<file path="src/rtl/elev_pkg.sv">
// Shared elevator definitions: FSM state encoding and the motion codes consumed by the LCD text stage.
package elev_pkg;

  localparam logic [1:0] ST_IDLE = 2'd0;
  localparam logic [1:0] ST_UP   = 2'd1;
  localparam logic [1:0] ST_DOWN = 2'd2;
  localparam logic [1:0] ST_DOOR = 2'd3;

  typedef enum logic [1:0] {
    MOVE_STOP = 2'd0,
    MOVE_UP   = 2'd1,
    MOVE_DOWN = 2'd2
  } move_t;

  function automatic move_t stateToMove(input logic [1:0] state);
    case (state)
      ST_UP:   return MOVE_UP;
      ST_DOWN: return MOVE_DOWN;
      default: return MOVE_STOP;
    endcase
  endfunction

endpackage

</file>
<file path="src/rtl/elev_timer.sv">
// Loadable down-counter; o_done is high while the count sits at zero.
module elev_timer #(
  parameter int WIDTH = 32
) (
  input  logic             iCLK,
  input  logic             iRST_N,
  input  logic             i_load,
  input  logic [WIDTH-1:0] i_loadVal,
  input  logic             i_en,
  output logic             o_done
);

  logic [WIDTH-1:0] r_count;

  always_ff @(posedge iCLK or negedge iRST_N) begin
    if (!iRST_N) begin
      r_count <= '0;
    end else if (i_load) begin
      r_count <= i_loadVal;
    end else if (i_en && (r_count != '0)) begin
      r_count <= r_count - {{(WIDTH-1){1'b0}}, 1'b1};
    end
  end

  assign o_done = (r_count == '0);

endmodule

</file>
<file path="src/rtl/elevator_ctrl.sv">
// Elevator controller: latches floor calls, moves one floor per TRAVEL_CYC, holds the door for DOOR_CYC.
// Optional ELEV_DOOR_REOPEN_EN: a call for the current floor while the door is open restarts the door time.
module elevator_ctrl
  import elev_pkg::*;
#(
  parameter int N_FLOORS   = 4,
  parameter int TRAVEL_CYC = 50000000,
  parameter int DOOR_CYC   = 100000000
) (
  input  logic                iCLK,
  input  logic                iRST_N,
  input  logic [N_FLOORS-1:0] iREQ,
  output logic [1:0]          oMOVE,
  output logic [2:0]          oFLOOR,
  output logic                oDOOR,
  output logic [N_FLOORS-1:0] oPEND,
  output logic                oUPD
);

  // Counters run from N-1 down to 0, so the period is exactly N cycles.
  localparam logic [31:0] TRAVEL_LOAD = 32'(TRAVEL_CYC - 1);
  localparam logic [31:0] DOOR_LOAD   = 32'(DOOR_CYC - 1);

  logic [1:0]          r_state, w_stateNext;
  logic [2:0]          r_floor, w_floorNext, w_hopFloor;
  logic [N_FLOORS-1:0] r_pend, w_clr, w_ignore, w_curMask, w_hopMask;
  logic                r_lastUp, w_lastUpNext;
  logic                w_here, w_above, w_below, w_hopHere, w_hopAhead;
  logic                w_travLoad, w_doorLoad, w_travDone, w_doorDone;
  logic                w_travEn, w_doorEn, w_reopen;
  logic [1:0]          r_movePrev;
  logic [2:0]          r_floorPrev;
  logic                r_first, r_upd;

  assign w_hopFloor = (r_state == ST_DOWN) ? r_floor - 3'd1 : r_floor + 3'd1;

  always_comb begin
    w_curMask  = '0;
    w_hopMask  = '0;
    w_here     = 1'b0;
    w_above    = 1'b0;
    w_below    = 1'b0;
    w_hopHere  = 1'b0;
    w_hopAhead = 1'b0;
    for (int i = 0; i < N_FLOORS; i++) begin
      if (i == int'(r_floor)) begin
        w_curMask[i] = 1'b1;
        w_here       = r_pend[i];
      end
      if (i > int'(r_floor)) w_above = w_above | r_pend[i];
      if (i < int'(r_floor)) w_below = w_below | r_pend[i];
      if (i == int'(w_hopFloor)) begin
        w_hopMask[i] = 1'b1;
        w_hopHere    = r_pend[i];
      end
      if ((r_state == ST_DOWN) ? (i < int'(w_hopFloor)) : (i > int'(w_hopFloor)))
        w_hopAhead = w_hopAhead | r_pend[i];
    end
  end

  assign w_ignore = (r_state == ST_DOOR) ? w_curMask : '0;
`ifdef ELEV_DOOR_REOPEN_EN
  assign w_reopen = (r_state == ST_DOOR) && ((iREQ & w_curMask) != '0);
`else
  assign w_reopen = 1'b0;
`endif

  always_comb begin
    w_stateNext  = r_state;
    w_floorNext  = r_floor;
    w_lastUpNext = r_lastUp;
    w_clr        = '0;
    w_travLoad   = 1'b0;
    w_doorLoad   = 1'b0;
    case (r_state)
      ST_IDLE: begin
        if (w_here) begin
          w_stateNext = ST_DOOR;
          w_clr       = w_curMask;
          w_doorLoad  = 1'b1;
        end else if (w_above) begin
          w_stateNext  = ST_UP;
          w_lastUpNext = 1'b1;
          w_travLoad   = 1'b1;
        end else if (w_below) begin
          w_stateNext  = ST_DOWN;
          w_lastUpNext = 1'b0;
          w_travLoad   = 1'b1;
        end
      end
      ST_UP, ST_DOWN: begin
        if (w_travDone) begin
          w_floorNext = w_hopFloor;
          w_travLoad  = 1'b1;
          if (w_hopHere) begin
            w_stateNext = ST_DOOR;
            w_clr       = w_hopMask;
            w_doorLoad  = 1'b1;
          end else if (!w_hopAhead) begin
            w_stateNext = ST_IDLE;
          end
        end
      end
      default: begin
        if (w_reopen) begin
          w_doorLoad = 1'b1;
        end else if (w_doorDone) begin
          // Prefer the direction we were already travelling before reversing.
          if (r_lastUp ? w_above : w_below) begin
            w_stateNext = r_lastUp ? ST_UP : ST_DOWN;
            w_travLoad  = 1'b1;
          end else if (r_lastUp ? w_below : w_above) begin
            w_stateNext  = r_lastUp ? ST_DOWN : ST_UP;
            w_lastUpNext = !r_lastUp;
            w_travLoad   = 1'b1;
          end else begin
            w_stateNext = ST_IDLE;
          end
        end
      end
    endcase
  end

  always_ff @(posedge iCLK or negedge iRST_N) begin
    if (!iRST_N) begin
      r_state  <= ST_IDLE;
      r_floor  <= '0;
      r_pend   <= '0;
      r_lastUp <= 1'b1;
    end else begin
      r_state  <= w_stateNext;
      r_floor  <= w_floorNext;
      r_lastUp <= w_lastUpNext;
      r_pend   <= (r_pend | (iREQ & ~w_ignore)) & ~w_clr;
    end
  end

  // Display refresh strobe: compare against last cycle's outputs; r_first covers reset release.
  always_ff @(posedge iCLK or negedge iRST_N) begin
    if (!iRST_N) begin
      r_movePrev  <= '0;
      r_floorPrev <= '0;
      r_first     <= 1'b1;
      r_upd       <= 1'b0;
    end else begin
      r_movePrev  <= oMOVE;
      r_floorPrev <= r_floor;
      r_first     <= 1'b0;
      r_upd       <= r_first || (oMOVE != r_movePrev) || (r_floor != r_floorPrev);
    end
  end

  assign w_travEn = (r_state == ST_UP) || (r_state == ST_DOWN);
  assign w_doorEn = (r_state == ST_DOOR);

  elev_timer #(.WIDTH(32)) u_travelTimer (
    .iCLK     (iCLK),
    .iRST_N   (iRST_N),
    .i_load   (w_travLoad),
    .i_loadVal(TRAVEL_LOAD),
    .i_en     (w_travEn),
    .o_done   (w_travDone)
  );

  elev_timer #(.WIDTH(32)) u_doorTimer (
    .iCLK     (iCLK),
    .iRST_N   (iRST_N),
    .i_load   (w_doorLoad),
    .i_loadVal(DOOR_LOAD),
    .i_en     (w_doorEn),
    .o_done   (w_doorDone)
  );

  assign oMOVE  = stateToMove(r_state);
  assign oFLOOR = r_floor;
  assign oDOOR  = (r_state == ST_DOOR);
  assign oPEND  = r_pend;
  assign oUPD   = r_upd;

endmodule

</file>
<file path="config.mk">
export PLATFORM = sky130hd
export DESIGN_NAME = elevator_ctrl
export DESIGN_NICKNAME = d
export VERILOG_FILES = /design/src/rtl/elev_pkg.sv /design/src/rtl/elev_timer.sv /design/src/rtl/elevator_ctrl.sv
export SDC_FILE = /design/constraint.sdc
export NUM_CORES = 1
export LEC_CHECK = 0
export CAP_MARGIN = 20
export CORE_UTILIZATION = 35
export CTS_BUF_LIST = sky130_fd_sc_hd__clkbuf_8
export DETAILED_ROUTE_END_ITERATION = 7
export PLACE_DENSITY = 0.51
export SYNTH_ARGS = -nofsm -noshare
export SYNTH_HDL_FRONTEND = slang
export SYNTH_HIERARCHICAL = 1
export SYNTH_SLANG_ARGS = --single-unit
</file>
<file path="constraint.sdc">
create_clock -name iCLK -period 4.1 [get_ports iCLK]
set_clock_uncertainty 0.2 [all_clocks]
set_input_delay 0.82 -clock iCLK [delete_from_list [all_inputs] [get_ports iCLK]]
set_output_delay 0.82 -clock iCLK [all_outputs]
set_load 0.02 [all_outputs]
</file>
Word-level counts from Yosys, hierarchy flattened --
Cells that the tools add are included.
Storage, ports and cells: output and inout port bits 11, input bits 6, logic and storage cells 156, register bits after elaboration 81
Operators by class: reductions and logical operators 22, bitwise gates (word level) 14, equality and inequality tests 17, order comparisons 14, add/sub/neg operators 4, multiplexer cells 75
Operators by type and width (count):
- $mux 32 | 4
- $logic_not 32->1 | 2
- $reduce_bool 32->1 | 2
- $sub 32x1->32 const B | 2
- $mux 1 | 49
- $mux 2 | 11
- $mux 4 | 4
- $eq 3x3->1 const A | 4
- $gt 2x3->1 const A | 4
- $lt 1x3->1 const A | 4
- $lt 2x3->1 const A | 4
- $and 4x4->4 | 2
- $not 4->4 | 2
- $or 1x1->1 | 8
- $pmux 2 s2 | 2
- $pmux 4 s2 | 1
- $reduce_bool 2->1 | 4
- $eq 2x3->1 const A | 2
- $gt 1x3->1 const A | 2
- $logic_not 3->1 | 2
- $ne 3x3->1 const B | 2
- $pmux 1 s2 | 3
- $reduce_and 6->1 | 1
- $eq 2x2->1 const B | 2
- other kinds (19) | 23

Depth between registers and ports, before layout --
Gate-level depths: netlist of the first run.
word-level depth 15, gate-level depth with buffers 15, mapped depth without buffers 11

Modules after synthesis --
The synthesis of the first run kept the hierarchy.
Modules (own cells, without submodules):
- elev_timer | cells an instance 234, area an instance 2067.0 um2, sequential area each 800.8 um2, times used 2
- elevator_ctrl | cells an instance 162, area an instance 1395.1 um2, sequential area each 427.9 um2, times used 1

Worst setup path after synthesis of the first run --
No wires, ideal clock.
path kind reg-to-reg, start point register u_travelTimer.r_count[0], end point register u_doorTimer.r_count[14], required time 3.765 ns, period minus slack after synthesis 3.578 ns, cell stages (with the launch flop) 15, path buffers 5, setup slack 0.522 ns, data arrival time 3.243 ns, setup time 0.135 ns, cells stage by stage dfrtp_1 -> inv_1 -> ha_1 -> nor4b_2 -> and3_1 -> clkbuf_1 -> and3_1 -> clkbuf_1 -> nand2_1 -> o21a_1 -> nor2_1 -> clkbuf_1 -> clkbuf_1 -> clkbuf_1 -> o21ai_0
On the way: longest elaborated chain between the ends 4, elaborated cells between the ends (all ways) 5, classes of those cells 3 x mux; 2 x reduce/logical
RTL lines:
- start: declaration | RTL line elev_timer.sv:13 | logic [WIDTH-1:0] r_count;
- start signal: assignment | RTL line elev_timer.sv:19 | r_count <= i_loadVal;
- start signal: assignment | RTL line elev_timer.sv:21 | r_count <= r_count - {{(WIDTH-1){1'b0}}, 1'b1};
- $logic_not 32->1 (*) | RTL line elev_timer.sv:25 | assign o_done = (r_count == '0);
- net w_travDone | RTL line elevator_ctrl.sv:29 | logic w_travLoad, w_doorLoad, w_travDone, w_doorDone;
- $mux 1 (*) | RTL line elevator_ctrl.sv:92 | if (w_travDone) begin
- $pmux 1 s2 (*) | RTL line elevator_ctrl.sv:75 | case (r_state)
- net w_doorLoad | RTL line elevator_ctrl.sv:29
- $mux 32 or $reduce_bool 2->1 (tied branches)
- end signal: assignment | RTL line elev_timer.sv:19
- end signal: assignment | RTL line elev_timer.sv:21
- end: declaration | RTL line elev_timer.sv:13
The timed path passes the listed nets; every way through them passes the cells marked *. A chain may end at the register's enable or synchronous reset.

Worst setup path after layout of the first run --
start point register r_floor[0], in the netlist oFLOOR[0], end point register u_doorTimer.r_count[27]
On the way: longest elaborated chain between the ends 11, elaborated cells between the ends (all ways) 25, classes of those cells 2 x add/sub; 6 x eq/ne; 14 x mux; 3 x reduce/logical
RTL lines:
- start: declaration | RTL line elevator_ctrl.sv:25 | logic [2:0] r_floor, w_floorNext, w_hopFloor;
- start signal: assignment | RTL line elevator_ctrl.sv:132 | r_floor <= w_floorNext;
- $add 3x1->3 or $sub 3x1->3 (tied branches) | RTL line elevator_ctrl.sv:35 | assign w_hopFloor = (r_state == ST_DOWN) ? r_floor - 3'd1 : r_floor + 3'd1;
- $mux 3 | RTL line elevator_ctrl.sv:35
- $logic_not 3->1 | RTL line elevator_ctrl.sv:52 | if (i == int'(w_hopFloor)) begin
- $mux 1 (4 in series) | RTL line elevator_ctrl.sv:52
- $mux 1 | RTL line elevator_ctrl.sv:95 | if (w_hopHere) begin
- $mux 1 | RTL line elevator_ctrl.sv:92
- $pmux 1 s2 (*) | RTL line elevator_ctrl.sv:75
- net w_doorLoad | RTL line elevator_ctrl.sv:29
- $mux 32 or $reduce_bool 2->1 (tied branches)
Marked as above.

==> results of run 1 <==
## sequential cells by signal, summed over array words and instances (netlist names), 2 cells and up
signal and count:
oPEND 4, r_floorPrev 3, u_travelTimer/r_count 32, r_state 2, oFLOOR 3, r_movePrev 2
u_doorTimer/r_count 32
## power groups by stage
stage | clock, mW | combinational [mW] | sequential [mW]
after detailed placement | 0 | 1.97 | 1.57
after global routing | 0.702 | 2.22 | 1.63
after floorplan | 0 | 1.54 | 1.47
final | 0.648 | 1.96 | 1.57
after CTS | 0.671 | 1.97 | 1.56
after global placement | 0 | 1.92 | 1.56
## stage by stage
step	instance area, µm²	std cells	hold slack (ps)	setup WS, ps
global placement	6130	903	289	586
CTS	6340	919	315	412
floorplan	5770	693	275	522
finish	6340	919	311	407
global route	6340	919	337	147
detailed placement	6130	903	295	422
## worst paths after layout
check	from	endpoint	slack (ps)	depth (start not counted)
min in group asynchronous	iRST_N	u_doorTimer/r_count[10]	330	1
min reg2reg	u_travelTimer/r_count[27]	u_travelTimer/r_count[27]	310	1
max in group asynchronous	iRST_N	r_lastUp	2550	2
max	oFLOOR[0]	u_doorTimer/r_count[27]	410	12
max reg2reg	oFLOOR[0]	u_doorTimer/r_count[27]	410	12
min	u_travelTimer/r_count[27]	u_travelTimer/r_count[27]	310	1
## worst max-delay path: stages (launching register included)
cell,delay [ps]
dfrtp_1,690
inv_2,180
ha_1,460
nor3b_2,300
a31oi_4,70
a21oi_1,280
nor2_1,110
o21a_1,190
nor2_2,110
buf_4,390
nor2_1,110
a32o_1,270
a31o_2,200
## logic make-up (layout without fill, tap and decap cells)
kind of cell	after synthesis	count (layout)	synth area share (%)
flops	81	81	36.7
compound gates	176	176	22.8
simple gates	270	270	26.9
other cells	2	65	0.136
mux	5	5	0.950
buf+inv	56	71	5.16
xor+xnor	26	26	4.25
fa+ha+maj	14	14	3.17
## layout make-up
class / count / share of cell area [%]
clock inverters: 7 / 1.40
multi-input cells: 556 / 54.7
repair buffers: 32 / 4.38
flip-flops and latches: 81 / 32.0
well taps: 211 / 4.17
inverters: 23 / 1.36
clock buffers: 9 / 1.95
## synth_stat cells, types with 3 or more instances
cell type   n
inv_1      19
a211oi_1    5
clkinv_1    3
xnor2_1    20
nor2_1     59
a21oi_1    16
buf_2       6
nor3_1     33
or4b_1      8
nor4b_1     4
o21a_1      3
nand4_1    16
or4_1      12
o211ai_1    7
a2111oi_0   4
and4b_1     4
ha_1       14
o31ai_1     8
nor4_2      4
and3_1      4
o41ai_1    14
nand2b_1    5
xor2_1      5
nor4_1      7
dfrtp_1    79
nand3_1    15
o21ai_1     5
o21ai_0    39
clkbuf_1   18
or3_1      15
mux2i_1     3
a31oi_1    31
nand2_1    60
buf_6       5
nor2b_1     8
a311o_1     5
## metal layers
layer / GRT usage (%) / wire length, µm / vias to the layer above
li1: - / - / 2486
met1: 25.4 / 6820 / 2370
met2: 30.7 / 6740 / 91
met3: 3.26 / 466 / 18
met4: 6.02 / 210 / 0
met5: 0 / 0 / -
==> impl_metrics.csv, run 1 <==
group,metric,value,unit
worst_setup_path,required,4170,ps
grt,grt_overflow,0,
power_and_ir_drop,seqPwrFrac,37.5,%
floorplan,dieWidth,128,µm
worst_setup_path,cp-start-kind,"flip-flop",
power_and_ir_drop,clockPowerShare,15.5,%
grt,grt_antenna_before_repair,0,
synthesis,synth_area,0.00553,mm²
clock_tree,hold_buffers,0,
final_layout,final_common_cell,"dfrtp_1",
synthesis,ys_types,76,
floorplan,start_util,36.1,%
floorplan,num_io_pins,17,
min_path,hold_class,"reg -> reg",
clock_tree,clockBufferDepth,2,
final_layout,layout-drive-gt1-share,8.76,%
grt,grt_max_degree,64,
final_layout,syn2layout_area_growth,14.6,%
detailed_routing,antenna_left,0,
placement,gp_congestion,0.861,
sta,clock.fmax,271,MHz
synthesis,synth_top_cell_by_area,"dfrtp_1",
sta,hold_viol,0,
detailed_routing,drtPass1Iterations,5,
grt,grt_pass1_vias,4796,
placement,hpwl,9890,µm
detailed_routing,first_iter_violations,367,
final_layout,multi_input_area,0.00347,mm²
floorplan,core,0.0153,mm²
sta,worst_pin_slew,854,ps
clock_tree,cts_made_buffers,9,
power_and_ir_drop,combinationalPowerShare,47.0,%
floorplan,die_area,0.0163,mm²
final_layout,antenna_cells,0,
synthesis,netlist_top_cells_area,"dfrtp_1, nand2_1, nor2_1, o21ai_0, a31oi_1",
worst_setup_path,crit_arrival,3760,ps
synthesis,ys_ff_latch,81,
sta,setup_viol,0,
clock_tree,post_cts_buffers,0,
power_and_ir_drop,power,4.18,mW
clock_tree,cts_sinks,81,
power_and_ir_drop,p_int,2.28,mW
sta,final.setup.tns,0,ps
sta,slew_viol_final,0,
detailed_routing,vias,4965,
worst_setup_path,path_max_fanout,46,
power_and_ir_drop,p_sw,1.89,mW
synthesis,synth_edf_count,0,
job,max_cap_violations,0,
final_layout,final_util,41.4,%
detailed_routing,drc,0,
final_layout,fillerInstances,1559,
synthesis,yosysSeqAreaShare,36.7,%
clock_tree,cts.clk_slew.worst_paths,90,ps
sta,rsz0062_at_grt,"no",
power_and_ir_drop,p_per_area,659,mW/mm²
clock_tree,cts_tree,"built",
clock_tree,clockRootBuffer,"clkbuf_8",
sta,min_period_over_period,90.1,%
synthesis,ys.flop_type,"dfrtp_1",
final_layout,final_cell_mix,"dfrtp_1, conb_1, nand2_1, nor2_1, o21ai_0",
placement,io_buffers,16,
detailed_routing,wl_per_cell,15.5,µm
final_layout,nets,723,
synthesis,yosysWarnings,6,
synthesis,synth_cells,630,
floorplan,num_rows,45,
detailed_routing,drt_wl_total,14200,µm
synthesis,syn_avg_cell_area,8.78,µm²
synthesis,synth_top_area_share,35.8,%
clock_tree,post_cts_resized,0,
clock_tree,cts.htree.levels,3,
worst_setup_path,endpoint_kind,"flip-flop",
power_and_ir_drop,p_sw_share,45.3,%
clock_tree,insertion_delay,370,ps
sta,slew_headroom,43.1,%
run_status,outcome,"complete, no violations",
grt,grt_pass1_wl,24500,µm
detailed_routing,via_per_inst,5.40,
worst_setup_path,crit_type,"reg -> reg",
power_and_ir_drop,peakVddDrop,255,µV
grt,grt_usage,18.8,%
sta,fin_crit,3690,ps
synthesis,synthArstFlopShare,100,%
floorplan,die_height,128,µm
final_layout,ff_latch_area,0.00203,mm²
power_and_ir_drop,p_leak,2.38,nW
Power figures use the tool's default switching activity.
==> run 2: changes to the inputs <==
--- a/config.mk
+++ b/config.mk
@@ -8,6 +8,7 @@
 export CAP_MARGIN = 20
 export CORE_UTILIZATION = 35
 export CTS_BUF_LIST = sky130_fd_sc_hd__clkbuf_8
+export CTS_CLUSTER_SIZE = 10
 export DETAILED_ROUTE_END_ITERATION = 7
 export PLACE_DENSITY = 0.51
 export SYNTH_ARGS = -nofsm -noshare
==> results of run 2 <==
No change in the layout: final DEF, timing and power equal those of run 1.
